File: src/rtl/ps2_device.sv
// Device-side PS/2 endpoint: generates the PS/2 clock, sends scan codes to the
// host and receives host commands, including the acknowledge pulse.
// Both lines are open-drain. The *_out pins are tied low, and *_oe = 1 pulls a line low.
module ps2_device #(
    parameter int CLK_HZ      = 51_800_000,
    parameter int PS2_HZ      = 12_500,
    parameter int IDLE_CYCLES = 2590
) (
    input  logic       clk,
    input  logic       reset,
    input  logic       ps2_clk_in,
    output logic       ps2_clk_out,
    output logic       ps2_clk_oe,
    input  logic       ps2_data_in,
    output logic       ps2_data_out,
    output logic       ps2_data_oe,
    input  logic       scan_code_valid,
    input  logic [7:0] scan_code_byte,
    output logic       scan_code_ready,
    input  logic       command_ready,
    output logic       command_valid,
    output logic [7:0] command_byte,
    output logic       command_error,
    output logic [2:0] o_dbg_state
);

    localparam int HALF  = CLK_HZ / (2 * PS2_HZ);
    localparam int CNT_W = (HALF > 1) ? $clog2(HALF) : 1;
    localparam logic [CNT_W-1:0] HALF_LAST = CNT_W'(HALF - 1);
    localparam int IDLE_W = $clog2(IDLE_CYCLES + 1);
    localparam logic [IDLE_W-1:0] IDLE_TARGET = IDLE_W'(IDLE_CYCLES);

    typedef enum logic [2:0] {
        S_IDLE    = 3'd0,
        S_TX_BIT  = 3'd1,
        S_RX_WAIT = 3'd2,
        S_RX_BIT  = 3'd3,
        S_RX_ACK  = 3'd4,
        S_RX_HOLD = 3'd5
    } state_t;

    state_t             r_state;
    logic               r_clk_s1, r_clk_s2;
    logic               r_dat_s1, r_dat_s2;
    logic [IDLE_W-1:0]  r_idle_cnt;
    logic [CNT_W-1:0]   r_cnt;
    logic               r_phase;      // 0 = first half of a bit/pulse, 1 = second half
    logic [3:0]         r_bit;
    logic [7:0]         r_tx_byte;
    logic               r_pending;
    logic [9:0]         r_rx_shift;   // after 10 shifts: [7:0] data, [8] parity, [9] stop
    logic               r_clk_oe, r_data_oe;
    logic               r_cmd_valid;
    logic [7:0]         r_cmd_byte;
    logic               r_cmd_err;

    logic               w_bus_idle, w_host_req, w_idle_ok, w_half_done, w_accept;
    logic [15:0]        w_tx_frame;
    logic [3:0]         w_next_bit;

    assign w_bus_idle  = r_clk_s2 & r_dat_s2;
    assign w_host_req  = r_clk_s2 & ~r_dat_s2;
    assign w_idle_ok   = (r_idle_cnt >= IDLE_TARGET);
    assign w_half_done = (r_cnt == HALF_LAST);
    assign w_accept    = scan_code_valid & scan_code_ready;
    assign w_next_bit  = r_bit + 4'd1;
    // Frame is sent bit 0 first: start, d0..d7, odd parity, stop. The padding keeps 4-bit indexing in range.
    assign w_tx_frame  = {5'b11111, 1'b1, ~^r_tx_byte, r_tx_byte, 1'b0};

    assign ps2_clk_out     = 1'b0;
    assign ps2_data_out    = 1'b0;
    assign ps2_clk_oe      = r_clk_oe;
    assign ps2_data_oe     = r_data_oe;
    assign scan_code_ready = (r_state == S_IDLE) & ~r_pending & ~reset;
    assign command_valid   = r_cmd_valid;
    assign command_byte    = r_cmd_byte;
    assign command_error   = r_cmd_err;
    assign o_dbg_state     = r_state;

    // Two-flop synchronisers for the asynchronous line senses. An idle bus reads high.
    always_ff @(posedge clk or posedge reset) begin
        if (reset) begin
            r_clk_s1 <= 1'b1;
            r_clk_s2 <= 1'b1;
            r_dat_s1 <= 1'b1;
            r_dat_s2 <= 1'b1;
        end else begin
            r_clk_s1 <= ps2_clk_in;
            r_clk_s2 <= r_clk_s1;
            r_dat_s1 <= ps2_data_in;
            r_dat_s2 <= r_dat_s1;
        end
    end

    // Count how long both lines have been high. The count saturates and clears on any low level.
    always_ff @(posedge clk or posedge reset) begin
        if (reset) begin
            r_idle_cnt <= '0;
        end else if (w_bus_idle) begin
            if (r_idle_cnt != IDLE_TARGET) r_idle_cnt <= r_idle_cnt + IDLE_W'(1);
        end else begin
            r_idle_cnt <= '0;
        end
    end

    // Link FSM: handles scan-code accept, TX framing with host-inhibit abort, RX framing with ack, and the command handshake.
    always_ff @(posedge clk or posedge reset) begin
        if (reset) begin
            r_state     <= S_IDLE;
            r_cnt       <= '0;
            r_phase     <= 1'b0;
            r_bit       <= '0;
            r_tx_byte   <= '0;
            r_pending   <= 1'b0;
            r_rx_shift  <= '0;
            r_clk_oe    <= 1'b0;
            r_data_oe   <= 1'b0;
            r_cmd_valid <= 1'b0;
            r_cmd_byte  <= '0;
            r_cmd_err   <= 1'b0;
        end else begin
            if (w_accept) begin
                r_tx_byte <= scan_code_byte;
                r_pending <= 1'b1;
            end
            if (r_cmd_valid && command_ready) r_cmd_valid <= 1'b0;

            case (r_state)
                S_IDLE: begin
                    r_clk_oe  <= 1'b0;
                    r_data_oe <= 1'b0;
                    r_cnt     <= '0;
                    r_phase   <= 1'b0;
                    r_bit     <= '0;
                    if (w_host_req) begin
                        // A host request waits here until the previous command has been consumed.
                        if (!r_cmd_valid) r_state <= S_RX_WAIT;
                    end else if (r_pending && w_idle_ok) begin
                        r_state   <= S_TX_BIT;
                        r_data_oe <= ~w_tx_frame[0];
                    end
                end
                S_TX_BIT: begin
                    if (!w_half_done) begin
                        r_cnt <= r_cnt + CNT_W'(1);
                    end else begin
                        r_cnt <= '0;
                        if (!r_phase) begin
                            if (!r_clk_s2) begin
                                // The host is holding the clock low. Abort; the byte stays pending and is resent from the start.
                                r_clk_oe  <= 1'b0;
                                r_data_oe <= 1'b0;
                                r_state   <= S_IDLE;
                            end else begin
                                r_phase  <= 1'b1;
                                r_clk_oe <= 1'b1;
                            end
                        end else begin
                            r_clk_oe <= 1'b0;
                            r_phase  <= 1'b0;
                            if (r_bit == 4'd10) begin
                                r_data_oe <= 1'b0;
                                r_pending <= 1'b0;
                                r_state   <= S_IDLE;
                            end else begin
                                r_bit     <= w_next_bit;
                                r_data_oe <= ~w_tx_frame[w_next_bit];
                            end
                        end
                    end
                end
                S_RX_WAIT: begin
                    if (!w_half_done) begin
                        r_cnt <= r_cnt + CNT_W'(1);
                    end else begin
                        r_cnt    <= '0;
                        r_phase  <= 1'b0;
                        r_bit    <= '0;
                        r_clk_oe <= 1'b1;
                        r_state  <= S_RX_BIT;
                    end
                end
                S_RX_BIT: begin
                    if (!w_half_done) begin
                        r_cnt <= r_cnt + CNT_W'(1);
                    end else begin
                        r_cnt <= '0;
                        if (!r_phase) begin
                            // Rising clock edge: sample the host's data bit (LSB first).
                            r_clk_oe   <= 1'b0;
                            r_phase    <= 1'b1;
                            r_rx_shift <= {r_dat_s2, r_rx_shift[9:1]};
                        end else if (r_bit == 4'd9) begin
                            r_phase <= 1'b0;
                            if (r_rx_shift[9]) begin
                                r_clk_oe  <= 1'b1;
                                r_data_oe <= 1'b1;
                                r_state   <= S_RX_ACK;
                            end else begin
                                r_state <= S_RX_HOLD;
                            end
                        end else begin
                            r_bit    <= w_next_bit;
                            r_phase  <= 1'b0;
                            r_clk_oe <= 1'b1;
                        end
                    end
                end
                S_RX_ACK: begin
                    if (!w_half_done) begin
                        r_cnt <= r_cnt + CNT_W'(1);
                    end else begin
                        r_cnt <= '0;
                        if (!r_phase) begin
                            r_clk_oe <= 1'b0;
                            r_phase  <= 1'b1;
                        end else begin
                            r_data_oe <= 1'b0;
                            r_phase   <= 1'b0;
                            r_state   <= S_RX_HOLD;
                        end
                    end
                end
                S_RX_HOLD: begin
                    r_cmd_valid <= 1'b1;
                    r_cmd_byte  <= r_rx_shift[7:0];
                    r_cmd_err   <= ~(^r_rx_shift[8:0]) | ~r_rx_shift[9];
                    r_state     <= S_IDLE;
                end
                default: r_state <= S_IDLE;
            endcase
        end
    end

endmodule

File: config.mk
export PLATFORM = sky130hd
export DESIGN_NAME = ps2_device
export DESIGN_NICKNAME = d
export VERILOG_FILES = /design/src/rtl/ps2_device.sv
export SDC_FILE = /design/constraint.sdc
export NUM_CORES = 1
export LEC_CHECK = 0
export ABC_AREA = 1
export CAP_MARGIN = 20
export CORE_ASPECT_RATIO = 1.25
export CORE_MARGIN = 5
export CORE_UTILIZATION = 40
export DETAILED_ROUTE_END_ITERATION = 12
export GPL_TIMING_DRIVEN = 0
export PLACE_DENSITY = 0.71
export REMOVE_ABC_BUFFERS = 1
export SLEW_MARGIN = 0
export SYNTH_ARGS = -nofsm -noshare
export SYNTH_HDL_FRONTEND = slang
export SYNTH_SLANG_ARGS = --single-unit
export TNS_END_PERCENT = 20
File: constraint.sdc
create_clock -name clk -period 2.2 [get_ports clk]
set_input_delay 0.44 -clock clk [delete_from_list [all_inputs] [get_ports clk]]
set_output_delay 0.44 -clock clk [all_outputs]
set_load 0.005 [all_outputs]
==> results_dict.tcl, run 1 <==
set metrics [dict create \
    seq_area_frac_synth_pct 45.71 \
    maxCapViolCount 0 \
    worst_pin_slew_ps 798.5 \
    grt_pass1_wl_um 12770 \
    synth.distinct_cells 39 \
    power_uw 4763 \
    path_clk_slew_ps 50 \
    die-width_um 95.78 \
    viasPerCell 4.868 \
    core-area_mm2 0.009076 \
    drt_first_iter_violations 123 \
    num_io_pins 32 \
    syn_area_mm2 0.003679 \
    setup_violations 0 \
    place.detailed.hpwl_um 5324 \
    drt_wl_total_um 7319 \
    cts_made_buffers 9 \
    antenna_cells 0 \
    rr_worst_depth 9 \
    grt_start_max_net_pins 68 \
    antenna_found_initial 0 \
    crit_type "reg -> out" \
    clock_latency_ps 320 \
    place_congestion 0.8349 \
    hp-class "reg -> reg" \
    rsz0062_at_grt "true" \
    power_leakage_uw 0.002039 \
    fmax_mhz 466.7 \
    max_slew_margin_pct 46.77 \
    hold_viol 0 \
    r2r_slack_ps 350 \
    crit_fanout 8 \
    p_per_area_mw_per_mm2 1074 \
    status "completed" \
    finalCriticalPeriod_ps 2143 \
    cp.arrival_ps 1700 \
    preCtsSetupSlack_ps 98.05 \
    antenna_left 0 \
    grt.overflow.total 0 \
    endpoint_kind "primary output" \
    io_buffers 29 \
    clock-sinks 67 \
    startpoint_type "register" \
    postSynthAreaPerCell_um2 7.761 \
    h-tree-depth 3 \
    ir_worst_vdd_v 0.0007918 \
    worstHoldStart "r_clk_s1" \
    die_y_um 117.2 \
    fin_crit_sh_pct 97.40 \
    ys_warn_count 0 \
    fin_worst_hold_slack_ps 355.7 \
    initial_core_util_pct 40.53 \
    layout-drive-gt1-share_pct 11.31 \
    grt_pass1_vias 3019 \
    area_growth_pct 20.51 \
    num_vias 3096 \
    reg2reg_from "r_cnt[0]" \
    fp-row-count 39 \
    cts-root-buf "clkbuf_16" \
    dieArea_mm2 0.01123 \
    setup_slack_ps 57.16 \
    drv_slew 0 \
    nets 528 \
    drtPass1Iterations 4 \
    startpoint "o_dbg_state[2]" \
    cp.required_ps 1760 \
    fillers 860 \
    cts_tree "done" \
    synth_seq_cells 67 \
    route.detailed.drc 0 \
    grt_usage_pct 14.36 \
    clock_path_buffers 2 \
    clock-skew-final_ps 6.304 \
    wl_per_cell_um 11.51 \
    hold-path-cell-count 0 \
    finalSetupTns_ps 0 \
    syn_inst 474 \
]
[what timing repair did]
| item | 4_1_cts | 5_1_grt |
|---|---|---|
| setup endpoints to repair | 1 | 12 |
| gates resized for setup | 3 | 3 |
| setup buffers | 1 | 0 |
| hold buffers | 0 | 0 |
[sequential cells by signal, summed over array words and instances (netlist names)]
name	count
command_error	1
command_byte	8
r_clk_s2	1
r_pending	1
r_dat_s2	1
r_bit	4
r_cnt	12
r_rx_shift	10
r_dat_s1	1
o_dbg_state	3
ps2_clk_oe	1
r_tx_byte	8
r_idle_cnt	12
ps2_data_oe	1
r_phase	1
command_valid	1
r_clk_s1	1
[stage by stage]
step	cells	area (um2)	util [%]
after CTS	636	4422	48.72
after global routing	636	4433	48.84
after detailed placement	619	4079	44.94
after global placement	619	4076	44.91
after floorplan	467	3632	-
final	636	4433	48.84
[critical path, cell delays in order (launching register included)]
cell	delay [ps]
dfrtp_2	480
inv_2	130
nand2_2	90
nor3_2	150
clkdlybuf4s50_1	530
[where the power goes]
| part | switching (uW) | internal [uW] |
|---|---|---|
| clock network | 511 | 1020 |
| logic | 996 | 609 |
| registers | 201 | 1420 |
[synth_stat cells]
| master | count | area, um2 |
|---|---|---|
| nor3_2 | 5 | 50.05 |
| nand3b_4 | 1 | 20.02 |
| mux2_2 | 1 | 11.26 |
| o22ai_1 | 3 | 18.77 |
| inv_1 | 58 | 217.7 |
| dfstp_2 | 4 | 105.1 |
| nand2_1 | 128 | 480.5 |
| a22oi_1 | 1 | 7.510 |
| buf_6 | 1 | 11.26 |
| nor2_4 | 1 | 11.26 |
| ha_1 | 6 | 75.07 |
| a31oi_1 | 3 | 18.77 |
| o21ai_0 | 40 | 200.2 |
| a221oi_1 | 1 | 8.760 |
| nand2_2 | 3 | 18.77 |
| buf_2 | 1 | 5.000 |
| inv_2 | 9 | 33.78 |
| xor2_1 | 6 | 52.55 |
| nor2_1 | 42 | 157.7 |
| dfrtp_1 | 63 | 1577 |
| buf_4 | 3 | 22.52 |
| o21ai_1 | 12 | 60.06 |
| o221a_2 | 1 | 11.26 |
| nor3_1 | 8 | 40.04 |
| a211oi_1 | 2 | 15.01 |
| o211ai_1 | 1 | 7.510 |
| clkbuf_1 | 3 | 11.26 |
| nand3_2 | 3 | 30.03 |
| o21a_1 | 2 | 15.01 |
| a22o_1 | 1 | 8.760 |
| a21oi_1 | 13 | 65.06 |
| a211oi_2 | 1 | 12.51 |
| nor2_2 | 3 | 18.77 |
| a21boi_2 | 1 | 11.26 |
| nand4_1 | 8 | 50.05 |
| nor3b_2 | 3 | 37.54 |
| nand3_1 | 25 | 125.1 |
| xnor2_1 | 6 | 52.55 |
| conb_1 | 1 | 3.750 |
[cells in the final DEF, fill, tap and decap left out, types with 9 or more instances in the layout]
cell / count
nand2_1: 128
inv_1: 57
inv_2: 9
nand3_1: 24
clkdlybuf4s50_1: 29
a21oi_1: 13
o21ai_0: 40
dfrtp_1: 60
nor2_1: 42
o21ai_1: 12
clkbuf_16: 9
[routing by layer]
metal	wire length, um	track usage (%)	vias to the layer above
met1	3204	17.47	1434
met4	100	6.072	0
met3	267	4.156	8
met5	0	0	-
li1	-	-	1606
met2	3747	23.70	48
[cell families after synthesis]
logic type / count (synthesis) / synth area share (%)
and+or+nand+nor: 230 / 28.27
AOI/OAI and AO/OA: 82 / 12.52
buffers and inverters: 75 / 8.197
DFF: 67 / 45.71
xor gates and xnor gates: 12 / 2.857
adders and majority gates: 6 / 2.041
other: 1 / 0.1019
muxes: 1 / 0.3061
[final timing paths]
check,to
min reg2reg,r_clk_s2
max,scan_code_ready
min in group asynchronous,r_tx_byte[5]
max reg2reg,r_rx_shift[8]
min,r_clk_s2
max in group asynchronous,o_dbg_state[1]
[area by class of cell]
| class | instances | area [um2] | share of cell area (%) |
|---|---|---|---|
| Inverter | 67 | 254.0 | 5.730 |
| Tap cell | 123 | 153.9 | 3.472 |
| Multi-Input combinational cell | 333 | 1714 | 38.67 |
| Timing Repair Buffer | 30 | 297.8 | 6.717 |
| Clock buffer | 10 | 239.0 | 5.391 |
| Clock inverter | 6 | 88.84 | 2.004 |
| Sequential cell | 67 | 1685 | 38.02 |
No activity file was read; power rests on OpenSTA's default activity.
==> inputs of run 2 (changes only) <==
--- a/config.mk
+++ b/config.mk
@@ -9,10 +9,10 @@
 export CAP_MARGIN = 20
 export CORE_ASPECT_RATIO = 1.25
 export CORE_MARGIN = 5
-export CORE_UTILIZATION = 40
+export CORE_UTILIZATION = 45
 export DETAILED_ROUTE_END_ITERATION = 12
 export GPL_TIMING_DRIVEN = 0
-export PLACE_DENSITY = 0.71
+export PLACE_DENSITY = 0.75
 export REMOVE_ABC_BUFFERS = 1
 export SLEW_MARGIN = 0
 export SYNTH_ARGS = -nofsm -noshare
==> constraint.sdc (replaced) <==
create_clock -name clk -period 2.5 [get_ports clk]
set_input_delay 0.5 -clock clk [delete_from_list [all_inputs] [get_ports clk]]
set_output_delay 0.5 -clock clk [all_outputs]
set_load 0.005 [all_outputs]
==> run 2 against run 1 <==
Compared with the run above:
- die area fell by 10%
- power fell by 23%
- clock skew rose by 2.7 ps
- non-clock buffer count did not move
- worst hold slack got worse by 0.99 ps
- first-iteration DRC count rose by 20%
- critical path type unchanged
- sequential cell count did not move
- design area fell by 4.2%
==> results_dict.tcl, run 2 (synthesized netlist as in run 1, its figures left out) <==
set metrics [dict create \
    status "completed" \
    setup_violations 0 \
    worstHoldStart "r_clk_s1" \
    grt_pass1_wl_um 12550 \
    fp-row-count 37 \
    seq_area_mm2 0.001682 \
    multi_input_area_mm2 0.001699 \
    power_leakage_uw 0.001984 \
    clock-sinks 67 \
    hold-path-cell-count 0 \
    clock_latency_ps 340 \
    internal-power_uw 2214 \
    cp_num_buf_inv 1 \
    cp.arrival_ps 1810 \
    grt_pass1_vias 2886 \
    grt_use_met3_pct 2.444 \
    worst_pin_slew_ps 726.0 \
    hold_viol 0 \
    post_cts_buffers 0 \
    seqPwrFrac_pct 39.2 \
    place.detailed.hpwl_um 5303 \
    combinationalPowerShare_pct 37.7 \
    fin_crit_sh_pct 92.23 \
    wl_per_cell_um 11.90 \
    grt_busiest_layer "met2" \
    cts_made_buffers 9 \
    drt_first_iter_violations 147 \
    crit_type "reg -> out" \
    slowest_delay_ps 530 \
    core-area_mm2 0.008102 \
    switching_power_uw 1438 \
    startpoint_type "register" \
    endpoint_kind "primary output" \
    finalCriticalPeriod_ps 2306 \
    antenna_left 0 \
    antenna_found_initial 0 \
    setup_slack_ps 194.1 \
    reg_top3 "r_cnt: 12 flops, r_idle_cnt: 12 flops, r_rx_shift: 10 flops" \
    r2r-end "r_rx_shift[2]" \
    viasPerCell 5.120 \
    place_congestion 0.8705 \
    p_sw_share_pct 39.37 \
    antenna_cells 0 \
    maxCapViolCount 0 \
    drt_wl_total_um 7246 \
    grt_start_max_net_pins 36 \
    cts_resized 0 \
    r2r_slack_ps 430 \
    max_slew_margin_pct 51.53 \
    clock-skew-final_ps 9.053 \
    layout-drive-gt1-share_pct 10.35 \
    crit_chain "nor2_2, nand2_2, nor3_2, clkdlybuf4s50_1" \
    h-tree-depth 3 \
    initial_core_util_pct 45.41 \
    crit_fanout 7 \
    cts-root-buf "clkbuf_8" \
    grt_use_met2_pct 24.72 \
    area_growth_pct 15.41 \
    startpoint "o_dbg_state[0]" \
    grt_usage_pct 14.81 \
    num_vias 3118 \
    fillers 734 \
    num_io_pins 32 \
    grt.overflow.total 0 \
    reg2reg_from "r_cnt[0]" \
    fmax_mhz 433.7 \
    ctsHoldBuffers 0 \
    die_y_um 111.1 \
    cp.required_ps 2000 \
    p_per_area_mw_per_mm2 860.1 \
    drtPass1Iterations 5 \
    final_common_cell "nand2_1" \
    cts_tree "done" \
    drv_slew 0 \
    io_buffers 29 \
    ir_worst_vdd_v 0.0004653 \
    clock_path_buffers 2 \
    hp-class "reg -> reg" \
    post-route-util_pct 52.40 \
    rr_worst_depth 8 \
    rsz0062_at_grt "false" \
    holdPathEnd "r_clk_s2" \
    preCtsSetupSlack_ps 313.6 \
    path_clk_slew_ps 70 \
    p_clk_share_pct 23.0 \
    critical_path.top_delay_family "buffers and inverters" \
    grt_use_met1_pct 18.50 \
    route.detailed.drc 0 \
    dieArea_mm2 0.01009 \
    die-width_um 90.87 \
    nets 528 \
    final_cell_mix "128 x nand2_1, 63 x dfrtp_1, 57 x inv_1" \
    cp_slowest_cell "clkdlybuf4s50_1" \
]
run 2: worst max-delay path by stage:
stage / end / slack (ps) / cells after the start
final: scan_code_ready / 190 / 4
after global routing: scan_code_ready / 80 / 4
after CTS: scan_code_ready / 160 / 4
after detailed placement: scan_code_ready / 310 / 3
after global placement: r_cnt[7] / -870 / 2
after floorplan: command_byte[0] / 320 / 1
run 2: final cells by class:
cell class              count  area share (%)
multi-input cells         333           40.02
clock inverters             6           1.356
well taps                  97           2.859
flip-flops and latches     67           39.61
clock buffers               9           2.918
repair buffers             30           7.309
inverters                  67           5.924
run 2: power groups by stage:
stage                     combinational [uW]  clock, uW  sequential [uW]
after floorplan                         1020          0             1410
after global placement                  1320          0             1440
after detailed placement                1360          0             1450
after CTS                               1380        866             1430
after global routing                    1580        918             1460
final                                   1380        841             1430
run 2: metrics by stage:
step                      setup TNS, ps  cells  hold WS (ps)  power (uW)  area (um2)
after floorplan                       0    467         345.2        2434        3632
after global placement           -55860    593         345.9        2763        4044
after detailed placement              0    594         347.3        2812        4064
after CTS                             0    609         356.4        3677        4245
after global routing                  0    609         358.3        3955        4245
final                                 0    609         354.8        3651        4245
run 2: per-layer routing:
layer / routed length, um / vias to the layer above / part of all wire (%)
met4: 142 / 0 / 2.0
li1: - / 1599 / -
met2: 3629 / 62 / 50
met5: 0 / - / 0
met1: 3249 / 1445 / 45
met3: 225 / 12 / 3.1
run 2: worst reg2reg max path, delay by kind of cell (launching register included):
kind	cells	cell delay (ps)
fa+ha+maj	1	180
flops	1	390
compound gates	1	350
simple gates	5	950
buf+inv	1	100
